`config.mk`:
```
export PLATFORM = sky130hd
export DESIGN_NAME = axis_mash
export DESIGN_NICKNAME = d
export VERILOG_FILES = /design/src/rtl/axis_mash.sv
export SDC_FILE = /design/constraint.sdc
export NUM_CORES = 1
export LEC_CHECK = 0
export BUFFER_PORTS_ARGS = -buffer_cell sky130_fd_sc_hd__clkbuf_2
export CORE_UTILIZATION = 45
export DETAILED_ROUTE_END_ITERATION = 10
export PLACE_DENSITY = 0.72
export RECOVER_POWER = 50
export SLEW_MARGIN = 20
export SYNTH_ARGS = -nofsm -noshare
export SYNTH_HDL_FRONTEND = slang
export SYNTH_SLANG_ARGS = --single-unit
```
`constraint.sdc`:
```
create_clock -name aclk -period 9.7 [get_ports aclk]
set_clock_uncertainty 0.2 [all_clocks]
set_input_delay 0.97 -clock aclk [delete_from_list [all_inputs] [get_ports aclk]]
set_output_delay 0.97 -clock aclk [all_outputs]
set_load 0.05 [all_outputs]
```
`src/rtl/axis_mash.sv`:
```
// axis_mash: MASH sigma-delta modulator, ORDER cascaded stages, AXI-Stream in/out.
// Optional dither LFSR on stage-1 carry-in, enabled by macro AXIS_MASH_DITHER_EN.
module axis_mash #(
  parameter  int WIDTH = 16,
  parameter  int ORDER = 2,
  localparam int OUT_W = ORDER + 1
) (
  input  logic                    aclk,
  input  logic                    arst_n,
  input  logic [WIDTH-1:0]        s_axis_data_tdata,
  input  logic                    s_axis_data_tvalid,
  output logic                    s_axis_data_tready,
  output logic signed [OUT_W-1:0] m_axis_data_tdata,
  output logic [WIDTH-1:0]        m_axis_data_terror,
  output logic                    m_axis_data_tvalid,
  input  logic                    m_axis_data_tready
);

  logic             en;
  logic             d;
  logic [WIDTH-1:0] e_q [ORDER];
  logic [WIDTH-1:0] e_d [ORDER];
  logic [ORDER-1:0] c_d;
  logic signed [OUT_W-1:0] y_d;

  assign s_axis_data_tready = !m_axis_data_tvalid || m_axis_data_tready;
  assign en = s_axis_data_tvalid && s_axis_data_tready;

`ifdef AXIS_MASH_DITHER_EN
  logic [31:0] lfsr_q;
  assign d = lfsr_q[0];

  // Galois LFSR x^32+x^22+x^2+x+1, one step per accepted sample
  always_ff @(posedge aclk or negedge arst_n) begin
    if (!arst_n) begin
      lfsr_q <= 32'h0000_0001;
    end else if (en) begin
      lfsr_q <= {1'b0, lfsr_q[31:1]} ^
                (lfsr_q[0] ? 32'h8020_0003 : 32'h0);
    end
  end
`else
  assign d = 1'b0;
`endif

  // Cascade of accumulators, each fed by the new residue of the one before
  always_comb begin
    logic [WIDTH:0]   sum;
    logic [WIDTH-1:0] prev;
    e_d  = '{default: '0};
    c_d  = '0;
    sum  = {1'b0, e_q[0]} + {1'b0, s_axis_data_tdata} +
           {{WIDTH{1'b0}}, d};
    c_d[0] = sum[WIDTH];
    e_d[0] = sum[WIDTH-1:0];
    prev   = sum[WIDTH-1:0];
    for (int i = 1; i < ORDER; i++) begin
      sum    = {1'b0, e_q[i]} + {1'b0, prev};
      c_d[i] = sum[WIDTH];
      e_d[i] = sum[WIDTH-1:0];
      prev   = sum[WIDTH-1:0];
    end
  end

  // Residue registers advance only on an accepted sample
  always_ff @(posedge aclk or negedge arst_n) begin
    if (!arst_n) begin
      for (int i = 0; i < ORDER; i++) e_q[i] <= '0;
    end else if (en) begin
      for (int i = 0; i < ORDER; i++) e_q[i] <= e_d[i];
    end
  end

  generate
    if (ORDER < 1 || ORDER > 3) begin : g_bad
      $error("axis_mash: ORDER must be in 1..3");
    end
    if (ORDER == 1) begin : g_o1
      assign y_d = {1'b0, c_d[0]};
    end else if (ORDER == 2) begin : g_o2
      logic c2_p;
      // Previous stage-2 carry for the first difference
      always_ff @(posedge aclk or negedge arst_n) begin
        if (!arst_n) c2_p <= 1'b0;
        else if (en) c2_p <= c_d[1];
      end
      assign y_d = $signed({2'b0, c_d[0]}) +
                   $signed({2'b0, c_d[1]}) -
                   $signed({2'b0, c2_p});
    end else begin : g_o3
      logic c2_p;
      logic c3_p;
      logic c3_pp;
      // Carry history for first and second differences
      always_ff @(posedge aclk or negedge arst_n) begin
        if (!arst_n) begin
          c2_p  <= 1'b0;
          c3_p  <= 1'b0;
          c3_pp <= 1'b0;
        end else if (en) begin
          c2_p  <= c_d[1];
          c3_p  <= c_d[2];
          c3_pp <= c3_p;
        end
      end
      assign y_d = $signed({3'b0, c_d[0]}) +
                   $signed({3'b0, c_d[1]}) -
                   $signed({3'b0, c2_p}) +
                   $signed({3'b0, c_d[2]}) -
                   $signed({2'b0, c3_p, 1'b0}) +
                   $signed({3'b0, c3_pp});
    end
  endgenerate

  // Output register: load on accept, drop valid when drained without refill
  always_ff @(posedge aclk or negedge arst_n) begin
    if (!arst_n) begin
      m_axis_data_tdata  <= '0;
      m_axis_data_terror <= '0;
      m_axis_data_tvalid <= 1'b0;
    end else if (en) begin
      m_axis_data_tdata  <= y_d;
      m_axis_data_terror <= e_d[ORDER-1];
      m_axis_data_tvalid <= 1'b1;
    end else if (m_axis_data_tready) begin
      m_axis_data_tvalid <= 1'b0;
    end
  end

endmodule

```
Word level (Yosys, flattened, before mapping)

Index checks and enable logic that the tools add are counted.

Flip-flop bits (word level): 37
Bits of input ports: 20
Output and inout bits: 21
Word-level logic and storage cells: 15

Add/subtract/negate cells: 4
Multiplexer cells: 2
Reduce and logical (&&, ||, !) cells: 4

Operators by type and width:

| operator                                    | number |
|---|---|
| 16-bit by 16-bit adder with 17-bit output   | 2 |
| 2-bit by 1-bit subtractor with 3-bit output | 1 |
| 1-bit by 1-bit adder with 2-bit output      | 1 |
| 1-bit two-way mux                           | 2 |
| 2-bit nonzero test                          | 1 |
| 1-bit logical AND                           | 1 |
| 1-bit logical NOT                           | 1 |
| 1-bit logical OR                            | 1 |

Longest topological paths before layout

Gate-level depths: netlist of the first run.

Depth in word-level cells: 4
Mapped depth: 20

Worst setup path after synthesis of the first run

No wires, ideal clock.

Path kind: input -> register
Start point: input s_axis_data_tdata[0]
End point: register m_axis_data_tdata[1]
Library setup time: 0.083 ns
Arrival: 4.301 ns
Required time: 9.417 ns
Path slack: 5.116 ns
Stages on the path: 18
Cells stage by stage: ha_1 -> fa_1 -> a21o_1 -> a221oi_2 -> o21ai_2 -> a211oi_1 -> o31ai_1 -> xor2_1 -> ha_1 -> nand3_1 -> o221ai_1 -> nand2_1 -> ha_1 -> inv_1 -> ha_1 -> inv_1 -> ha_1 -> o21ai_0

RTL lines:

| what                 | RTL line | source |
|---|---|---|
| start, declared      | 10       | `input logic [WIDTH-1:0] s_axis_data_tdata,` |
| end signal, assigned | 122      | `m_axis_data_tdata <= y_d;` |
| end, declared        | 13       | `output logic signed [OUT_W-1:0] m_axis_data_tdata,` |

==> metrics list, run 1 <==
- Run status: finished with violations
- The checks that failed: capacitance limit, slew limit.
- Setup violations remaining at the end of the flow were counted as 0.
- The clock net in this run drives a total of 37 sinks.
- Seq/Total Area, Yosys: 31.0%
- Area of the die: 6960 sq um
- Area share of the largest cell type after synthesis: 31.0%
- The number of setup buffers added after CTS is 0.
- At the pin with the least slew margin, the transition time is 2.00 ns.
* Synthesis-stage register bit count: 37
- Port buffering added 40 buffers.
- Remaining Overflow, GRT: 0
- Number of enable-type register cells in the synthesized netlist: 0
- Wire length of the first global-routing pass: 10.9 mm
- Compared with the post-synthesis result, the final layout area differs by 8.39%.
* Number of distinct library cells after synthesis: 46
* Setup slack at placement: 4.71 ns
- For this design, the CTS-stage hold fixing added 0 buffers.
- The number of antenna diodes in the final layout is 0.
- The initial utilization of the core area, before any placement, comes to 46.7%.
- Summing the areas of all and, or, nand and nor instances in the mapped netlist gives 15.4% of the synthesized area.
* CTS tree: done
- The synthesized netlist occupies a cell area of 2980 sq um.
- Peak fanout along the critical path: 7
- Vias after detailed routing: 2433
- Once layout is done, the placed cells without fillers occupy 3230 sq um.
- Top area cells in the synthesized netlist: dfrtp_1 (31%), ha_1 (15%), nand2_1 (8.3%), xnor2_1 (4.1%), buf_4 (4.0%)
* CP Buf/Inv Count: 3
- Number of routed nets with antenna violations: 0
* Area of the placeable core: 6390 sq um
- Entering global routing, the biggest net connects 47 pins.
* Register clock-pin slew on the reported worst setup and hold paths: 0.08 ns
- The most used flip-flop cell after synthesis is dfrtp_1.
- Mux cell area share after synthesis: 2.39%
* Combinational family with the most area after synthesis: compound AO/OA/AOI/OAI gates
* Mapped Nets: 394
* Cell family with the largest share of critical-path delay: adder cells
- Leading area contributor after synthesis: dfrtp_1
- Core Util, Final: 50.6%
- For this run, the number of Yosys warnings is 0.
- Min cycle time layout: 4.67 ns
- In the routed layout, each cell is associated on average with a via count of 5.55.
- Placement row count: 29
- Fraction of the mapped netlist area in adder cells: 16.0%
- Unrepaired setup endpoints after global routing: no
- Final Hold Viols: 0
- Critical-path top delay cell: fa_1
- For this run, design rule violations remaining after detail routing come to 0.
- I/O pin cnt: 41
- Kind of end point of the critical path: flop
- On the worst path, the slowest cell contributes a delay of 0.40 ns.
- Walking the worst path, the cells encountered are clkbuf_2, ha_1, fa_1, a21o_1, a221oi_2, o21ai_2, a211oi_1, o31ai_1, xor2_1, ha_1, nand3_1, o221ai_1, nand2_1, ha_1, inv_1, ha_1, inv_1, ha_1, o21ai_0.
* GP Congestion: 0.903
- The initial antenna violation count is 0.
- Post-synthesis xor/xnor area fraction: 7.92%
- Max-cap viol count: 1
* Class of the most critical hold timing path: reg -> reg
* Number of nets in the layout: 417
- The die is 83.4 um tall.
- The routed design has 6.16 mm of wire.
- Placed standard-cell area: 3130 sq um
- Async SR Flop Fraction: 100%
* Quantity of gates resized following cts: 0
- Dividing the synthesized area by the synthesized cell count gives 8.85 sq um.
- Average wire per cell in the routed design: 14.1 um
- The critical path is of the in -> reg type.
- Total iterations of the first detailed-routing run: 4
- CP required: 9.72 ns
- Counting stages on the worst path, the most repeated cell is ha_1.
- Via count of the first global-routing pass: 2343
- The floorplan step set the die width to 83.4 um.
* Depth of the CTS H-tree: 2
- Number of buffers on the longest clock path: 2
* Fraction of layout instances using a drive strength above 1: 14.7%
- In the global route stage, overall resource usage came out at 19.2%.
* Total half-perimeter wirelength after legalization and detailed placement: 4.69 mm
- Counting every instance in the synthesized netlist gives 337.
* Share of the synthesized area in compound gates (AO/OA/AOI/OAI): 21.1%
- Summed over all failing endpoints, the final setup total negative slack is 0 ns.
- Most common cell in the synthesized netlist: nand2_1
- Critical path arrival: 4.69 ns
* Number of slew-limit violations in the final report: 38
* Num CTS Buffers: 5
* PnR worst setup slack: 5.03 ns
* Fmax achieved: 214 MHz
- STA classifies the critical path startpoint as an input pin.
- For this block, the initial DRC count from the detailed router was 207.
* CTS root buf: clkbuf_8
* Synth cell count leaders: nand2_1 (66), dfrtp_1 (37), ha_1 (35)
* Worst slew margin relative to its limit: -33.3%
- Clock insertion delay at the later pin of the skew report: 0.30 ns
* Part of the cycle the worst path needs: 48.1%
## through the flow
| step | cells | hold WS, ns |
|---|---|---|
| after global routing | 438 | 0.309 |
| after floorplan | 337 | 0.250 |
| after detailed placement | 430 | 0.273 |
| final | 438 | 0.286 |
| after CTS | 438 | 0.293 |
| after global placement | 430 | 0.262 |
## state kept, by name, indices dropped and copies added (netlist names)
signal / flops
e_q: 32
m_axis_data_tdata: 3
m_axis_data_tvalid: 1
g_o2.c2_p: 1
## logic make-up (layout without fill, tap and decap cells)
family          count (synthesis)  count (layout)
simple gates                  106             106
compound gates                 93              93
flops                          37              37
fa+ha+maj                      37              37
buf+inv                        31              55
mux                             6               6
xor+xnor                       27              27
## placed cells by master, fill, tap and decap left out, types with 6 or more instances in the layout
cell       n
xor2_1    13
ha_1      35
clkbuf_2  30
xnor2_1   14
nor2_1    13
o21ai_0   16
o21ai_1    7
a21oi_1   23
nand2_1   66
inv_1      6
clkbuf_1  10
a21o_1     9
clkbuf_8   6
o211ai_1   6
nand3_1    7
dfrtp_1   37
## final cells by class
cell class / count / area [sq um]
fillers: 642 / 3150
multi-input cells: 269 / 1870
flip-flops and latches: 37 / 926
repair buffers: 41 / 195
well taps: 77 / 96.3
clock buffers: 6 / 82.6
clock inverters: 2 / 37.5
inverters: 6 / 22.5
## worst paths after layout
kind,from,to,slack (ns),cells past startpoint
max reg2reg,e_q[16],m_axis_data_tdata[1],5.41,18
max,s_axis_data_tdata[0],m_axis_data_tdata[1],5.03,19
min reg2reg,e_q[19],e_q[19],0.29,2
max in group asynchronous,arst_n,e_q[1],7.13,1
min in group asynchronous,arst_n,e_q[15],1.03,1
min,e_q[19],e_q[19],0.29,2
## worst register-to-register path: cells and delay by family (launching register included)
family | cells | cell delay [ns]
buf+inv | 2 | 0.10
xor+xnor | 1 | 0.17
fa+ha+maj | 6 | 1.68
simple gates | 2 | 0.22
flops | 1 | 0.38
compound gates | 7 | 1.47
## layer usage
metal,GRT usage [%],up-vias,part of all wire [%]
li1,-,1241,-
met1,27.5,1121,50
met2,28.8,59,44
met3,3.28,12,3.2
met4,7.86,0,1.9
met5,0,-,0
Power of run 1 is not shown: default switching activity piles up to over one toggle a cycle in this logic, so the estimate is an artifact.
==> run 2: changes to the inputs <==
--- a/config.mk
+++ b/config.mk
@@ -8,7 +8,7 @@
 export BUFFER_PORTS_ARGS = -buffer_cell sky130_fd_sc_hd__clkbuf_2
 export CORE_UTILIZATION = 45
 export DETAILED_ROUTE_END_ITERATION = 10
-export PLACE_DENSITY = 0.72
+export PLACE_DENSITY = 0.74
 export RECOVER_POWER = 50
 export SLEW_MARGIN = 20
 export SYNTH_ARGS = -nofsm -noshare
==> constraint.sdc (replaced) <==
create_clock -name aclk -period 3.9 [get_ports aclk]
set_clock_uncertainty 0.2 [all_clocks]
set_input_delay 0.39 -clock aclk [delete_from_list [all_inputs] [get_ports aclk]]
set_output_delay 0.39 -clock aclk [all_outputs]
set_load 0.05 [all_outputs]
==> run 2 against run 1 <==
  * The run ends with capacitance limit, slew limit, setup timing left
  * Register-to-register slack got worse by 5.5 ns
  * Cell count rose by 14%
  * Worst hold slack got worse by 0.17 ns
  * Worst setup slack got worse by 5.2 ns
  * Global-route usage rose by 3.0 points
  * Via count rose by 16%
  * First-iteration DRC count fell by 14%
  * Die area did not move
  * Largest cell class unchanged
  * Highest routed layer unchanged
==> metrics list, run 2 (synthesis results as in run 1) <==
- Depth of the CTS H-tree: 2 (unchanged)
- The setup slack on the worst flop-to-flop path was -0.13 ns (-5.54 ns).
- The total die area came to 6960 sq um (unchanged).
- Final Hold Viols: 0 (unchanged)
* DRC viols: 0 (unchanged)
- Class of the most critical hold timing path: in -> reg
- The insertion delay of the later-clocked pin in the worst-skew pair is 0.30 ns (about the same).
* DRC marker count from the first detailed-route iteration: 177 (-14%)
* Fmax achieved: 248 MHz
- Worst stage delay on the critical path: 0.41 ns (about the same)
- The critical path is of the reg -> reg type.
- Critical-path top delay cell: dfrtp_1
* Pin slew with the least headroom to its limit: 2.04 ns (+0.0370 ns)
- Largest registers in the final layout: e_q (32), m_axis_data_tdata (3)
- The placeable core area was 6390 sq um (unchanged).
* Diode count: 0 (unchanged)
- Worst slew margin relative to its limit: -35.7% (-2.5 points)
* Quantity of hold-fixing buffers added after cts: 0 (unchanged)
- Clk sink count: 37 (unchanged)
- Wire length of the first global-routing pass: 12.6 mm (+16%)
* Filler cells: 511 (-20%)
- Vias after detailed routing: 2830 (+16%)
* Most frequent CP cell: ha_4
* Unrepaired setup endpoints after global routing: yes
- Leaving out fill and tap cells, the most frequent cell in the layout is nand2_1.
* Number of setup violations in the final report: 3 (+3)
* Initial Util: 46.7% (unchanged)
* CP required: 3.88 ns (-5.84 ns)
- Number of slew-limit violations in the final report: 38 (unchanged)
* Most used cells in the layout excluding fill and tap cells: nand2_1 (64), buf_4 (60), dfrtp_1 (37), clkbuf_2 (32), ha_1 (29)
- Average via count per standard cell: 5.67 (+2.1%)
* Flip-flop count of the largest register after layout: 32 (unchanged)
* Part of the cycle the worst path needs: 103%
- The maximum clock insertion buffer count came to 2 (unchanged).
- Setup tns final: -0.239 ns (-0.239 ns)
* Number of routed nets with antenna violations: 0 (unchanged)
* Placement row count: 29 (unchanged)
- Violations in the final reports: capacitance limit, slew limit, setup timing
- Chip Width: 83.4 um (unchanged)
- The depth of the worst register-to-register path came to 17 (-1).
* Fraction of layout instances using a drive strength above 1: 34.8% (+20 points)
- Ranked by flip-flop count, first place goes to e_q.
- The worst register-to-register path ends at m_axis_data_tdata[1].
* Global-route total usage across every layer: 22.2% (+3.0 points)
* Maximum number of pins on one net before global-route repair: 38 (-19%)
* Routed wire length: 8.00 mm (+30%)
- STA classifies the critical path endpoint as a flop.
- Layout Area Growth over Synthesis: 30.3%
- The flow ran to the end, but the final reports show violations.
* Critical path arrival: 4.01 ns (-0.68 ns)
- Hold-critical path depth: 2 (unchanged)
- The count of buffers from port buffering came to 40 (unchanged).
- The worst setup path is launched from a flop.
- Max-cap viol count: 1 (unchanged)
- Worst flop-to-flop path startpoint: e_q[16]
- TritonCTS built the clock tree.
- Peak fanout along the critical path: 2 (-5)
* Crit-path cells: ha_4, fa_2, buf_4, xor2_2, ha_1, a211o_1, a211oi_2, o21ai_2, a41oi_2, o221ai_2, nand2_1, ha_1, inv_2, ha_4, inv_2, ha_4, o21ai_2
- Number of antenna violations at the first check in global routing: 0 (unchanged)
- Total half-perimeter wirelength after legalization and detailed placement: 5.38 mm (+15%)
* Vertical extent of the die: 83.4 um (unchanged)
- The footprint of the multi-input gates is 2080 sq um (+11%).
- The tree is rooted in a clkbuf_8.
* Remaining Overflow, GRT: 0 (unchanged)
- Register clock-pin slew on the reported worst setup and hold paths: 0.08 ns (about the same)
* Average wire per cell in the routed design: 16.0 um (+14%)
* Endpoint of the worst hold path: m_axis_data_tvalid
* Min cycle time layout: 4.03 ns
* Num CTS Buffers: 5 (unchanged)
* Via count of the first global-routing pass: 2773 (+18%)
- GP Congestion: 0.923 (+2.2%)
- The area of all sequential standard cells came to 926 sq um (unchanged).
- Number of nets in the layout: 479 (+15%)
* PnR worst setup slack: -0.132 ns (-5.16 ns)
- I/O pin cnt: 41 (unchanged)
- Startpoint of the lowest-slack hold path: s_axis_data_tvalid
- The number of optimization iterations in the first detailed-route pass was 4 (unchanged).
[run 2: worst max-delay path, delay by kind of cell, from the launching register on]
kind / cells / cell delay (ns)
flip-flops: 1 / 0.41
XOR/XNOR: 1 / 0.23
AO/OA/AOI/OAI: 6 / 1.31
AND/OR/NAND/NOR: 1 / 0.09
adder cells (fa/ha/maj): 6 / 1.41
buffers and inverters: 3 / 0.27
[run 2: through the flow]
| step | cells | setup WS (ns) | hold slack [ns] | utilization, % | area, sq um |
|---|---|---|---|---|---|
| after floorplan | 337 | 0.0325 | -0.106 | - | 2990 |
| after global placement | 478 | -0.119 | 0.260 | 54.7 | 3500 |
| after detailed placement | 478 | -0.260 | 0.264 | 54.7 | 3500 |
| after CTS | 494 | -0.0925 | 0.0710 | 58.0 | 3700 |
| after global routing | 499 | -0.289 | 0.133 | 60.9 | 3890 |
| final | 499 | -0.132 | 0.119 | 60.9 | 3890 |
[run 2: repair_timing]
item	4_1_cts	5_1_grt
gates resized for setup	13	29
gates cloned	0	0
setup buffers	9	7
pin swaps	9	25
endpoints found under the hold margin	0	0
setup endpoints to repair	3	7
[run 2: worst max-delay path by stage]
stage | start | endpoint | slack (ns) | cells past startpoint
2_1_floorplan | s_axis_data_tdata[0] | m_axis_data_tdata[1] | 0.03 | 18
3_3_place_gp | s_axis_data_tdata[1] | m_axis_data_tdata[1] | -0.12 | 19
3_5_place_dp | s_axis_data_tdata[0] | m_axis_data_tdata[1] | -0.26 | 19
4_1_cts | e_q[16] | m_axis_data_tdata[1] | -0.09 | 18
5_1_grt | e_q[16] | m_axis_data_tdata[1] | -0.29 | 18
6_report | e_q[16] | m_axis_data_tdata[1] | -0.13 | 17
[run 2: area by class of cell]
| class | count | share of cell area [%] |
|---|---|---|
| Inverter | 6 | 0.579 |
| Sequential cell | 37 | 23.8 |
| Tap cell | 77 | 2.48 |
| Timing Repair Buffer | 103 | 17.3 |
| Multi-Input combinational cell | 269 | 53.6 |
| Clock buffer | 7 | 2.22 |
[run 2: metal layers]
metal	wire (um)	up-vias	GRT usage [%]	share of wire, %
met5	0	-	0	0
met4	208	0	10.3	2.6
met3	384	21	2.98	4.8
met2	3870	106	35.4	48
met1	3540	1352	29.9	44
li1	-	1351	-	-
Power of run 2 is left out for the same reason.
==> run 3: changes to the inputs <==
--- a/config.mk
+++ b/config.mk
@@ -6,9 +6,9 @@
 export NUM_CORES = 1
 export LEC_CHECK = 0
 export BUFFER_PORTS_ARGS = -buffer_cell sky130_fd_sc_hd__clkbuf_2
-export CORE_UTILIZATION = 45
+export CORE_UTILIZATION = 53
 export DETAILED_ROUTE_END_ITERATION = 10
-export PLACE_DENSITY = 0.74
+export PLACE_DENSITY = 0.84
 export RECOVER_POWER = 50
 export SLEW_MARGIN = 20
 export SYNTH_ARGS = -nofsm -noshare
==> run 3 against run 2 <==
  * The flow still finishes with violations (capacitance limit, slew limit, setup timing)
  * Count of clock-buffer cells in the layout grew 1
  * Maximum frequency grew 0.53%
  * Routed wire length grew 11%
  * Largest cell class unchanged
  * Highest routed layer unchanged
==> metrics list, run 3 (synthesis results as in run 1) <==
* Class of the most critical hold timing path: in -> reg
- Quantity of hold-fixing buffers added after cts: 0 (unchanged)
- By instance count, the cell type seen most on the critical path is ha_4.
- Run status: finished with violations
- Kind of end point of the critical path: flop
* Total half-perimeter wirelength after legalization and detailed placement: 5.34 mm (-0.67%)
- Area of the die: 5930 sq um (-15%)
* CP Buf/Inv Count: 2 (-1)
- CTS root buf: clkbuf_8
* Violations in the final reports: capacitance limit, slew limit, setup timing
* Peak fanout along the critical path: 4 (+2)
- Maximum number of pins on one net before global-route repair: 38 (unchanged)
- Max-cap viol count: 1 (unchanged)
- Total iterations of the first detailed-routing run: 5 (+1)
* Number of routed nets with antenna violations: 0 (unchanged)
- Number of buffers on the longest clock path: 2 (unchanged)
* Average wire per cell in the routed design: 18.0 um (+12%)
- Largest registers in the final layout: e_q (32), m_axis_data_tdata (3)
- The number of H-tree levels is 2 (unchanged).
* Crit-path cells: ha_1, a21oi_2, o211ai_1, a221o_1, a21oi_2, xnor2_2, ha_4, a21oi_1, o21ai_1, a41oi_2, o221ai_2, nand2_1, ha_1, inv_2, ha_4, inv_2, ha_4, o21ai_2
- PnR worst setup slack: -0.111 ns (+0.0213 ns)
- Num CTS Buffers: 5 (unchanged)
* GP Congestion: 0.896 (-2.9%)
* I/O pin cnt: 41 (unchanged)
* Final Hold Viols: 0 (unchanged)
- The actual transition at the worst max-transition pin is 1.97 ns (-0.0665 ns).
- The count of non-filler cells in the finished layout was 492 (-1.4%).
* DRC marker count from the first detailed-route iteration: 221 (+25%)
- The die span in x came to 77.0 um (-7.7%).
- Clock insertion delay at the later pin of the skew report: 0.30 ns (about the same)
* Vertical extent of the die: 77.0 um (-7.7%)
* Number of slew-limit violations in the final report: 38 (unchanged)
- The library cell used most frequently in the layout, excluding fill and tap cells, is nand2_1.
- Fraction of layout instances using a drive strength above 1: 33.6% (-1.2 points)
- The DRC violation count after routing is 0 (unchanged).
- The effective utilization at floorplan came to 56.6% (+9.9 points).
- The count of filler cells inserted in the layout was 359 (-30%).
- Post-placement cell count: 472 (-1.3%)
- Routed wire length: 8.84 mm (+11%)
- Worst stage delay on the critical path: 0.44 ns (+0.03 ns)
* CP required: 3.86 ns (-0.02 ns)
- Average via count per standard cell: 6.06 (+6.9%)
- Critical path arrival: 3.97 ns (-0.04 ns)
- Endpoint of the worst hold path: m_axis_data_tvalid
- In the layout the commonest cells are nand2_1 (64), buf_4 (62), dfrtp_1 (37), clkbuf_2 (31), ha_1 (30).
- Part of the cycle the worst path needs: 103% (-0.55 points)
* Unrepaired setup endpoints after global routing: yes
- The setup slack on the worst flop-to-flop path was -0.11 ns (+0.02 ns).
- The critical path is of the reg -> reg type.
- The via count of the first global-routing pass is 2785 (+0.43%).
- The achievable frequency was 249 MHz (+0.53%).
* Destination of the worst register-to-register timing path: m_axis_data_tdata[1]
* Layout Area Growth over Synthesis: 27.9%
- The startpoint identified for the worst register-to-register timing path is e_q[17].
- Critical-path top delay cell: dfrtp_1
- Vias after detailed routing: 2982 (+5.4%)
- Top reg by flops: e_q
* Diode count: 0 (unchanged)
- The worst slew margin relative to its limit was -31.3% (+4.4 points).
- The initial antenna violation count is 0 (unchanged).
- Wire length of the first global-routing pass: 12.8 mm (+1.2%)
* Hold-critical path depth: 2 (unchanged)
* Global-route total usage across every layer: 27.0% (+4.8 points)
- Clk sink count: 37 (unchanged)
- Number of nets in the layout: 478 (-0.21%)
- The count of buffers from port buffering is 40 (unchanged).
- STA classifies the critical path startpoint as a flop.
- The flip-flop count of the largest register, all copies and words added is 32 (unchanged).
* Register clock-pin slew on the reported worst setup and hold paths: 0.08 ns (about the same)
- The site row count is 26 (-10%).
- Depth of the most critical reg-to-reg path: 18 (+1)
* Cell family with the largest share of critical-path delay: compound AO/OA/AOI/OAI gates
* Number of setup violations in the final report: 2 (-1)
* Startpoint of the lowest-slack hold path: s_axis_data_tvalid
- The total congestion overflow came to 0 (unchanged).
- Area of the placeable core: 5270 sq um (-17%)
- CTS tree: done
* Min cycle time layout: 4.01 ns (-0.0213 ns)
==> run 3: changes by cell type in the layout (fill, tap and decap cells not counted), sizes merged <==
cell    change
clkbuf      +1
buf         -1
==> run 3: per-layer routing <==
layer | global-route usage (%) | vias up | part of all wire, %
met3 | 5.12 | 46 | 7.2
met5 | 0 | - | 0
li1 | - | 1357 | -
met1 | 33.5 | 1384 | 40
met2 | 46.8 | 195 | 49
met4 | 9.25 | 0 | 4.3
==> run 3: worst max path at each step <==
stage / from / to / slack (ns) / cells past startpoint
finish: e_q[17] / m_axis_data_tdata[1] / -0.11 / 18
global route: e_q[20] / m_axis_data_tdata[1] / -0.33 / 20
CTS: e_q[16] / m_axis_data_tdata[1] / -0.07 / 18
detailed placement: s_axis_data_tdata[1] / m_axis_data_tdata[1] / -0.25 / 19
global placement: s_axis_data_tdata[0] / m_axis_data_tdata[1] / -0.11 / 19
floorplan: s_axis_data_tdata[0] / m_axis_data_tdata[1] / 0.03 / 18
==> run 3: stage by stage <==
step / util [%] / hold slack [ns] / TNS, ns / worst slack [ns] / cell area [sq um]
floorplan: - / -0.106 / 0 / 0.0325 / 2990
global placement: 66.3 / 0.258 / -0.156 / -0.112 / 3490
detailed placement: 66.3 / 0.269 / -0.478 / -0.254 / 3490
CTS: 70.2 / 0.0621 / -0.0905 / -0.0726 / 3700
global route: 72.4 / 0.142 / -0.847 / -0.327 / 3820
finish: 72.4 / 0.120 / -0.165 / -0.111 / 3820
==> run 3: what timing repair did <==
| item | in CTS | in global routing |
|---|---|---|
| resized for setup | 15 | 18 |
| setup buffers | 7 | 5 |
| endpoints found under the setup margin | 2 | 4 |
| pin swaps | 12 | 15 |
==> run 3: area by class of cell <==
class | instances | area, sq um | share of cell area, %
Inverter | 6 | 22.5 | 0.590
Sequential cell | 37 | 926 | 24.3
Timing Repair Buffer | 102 | 654 | 17.1
Clock buffer | 8 | 80.1 | 2.10
Tap cell | 70 | 87.6 | 2.30
Multi-Input combinational cell | 269 | 2050 | 53.6
Power of run 3 is left out for the same reason.
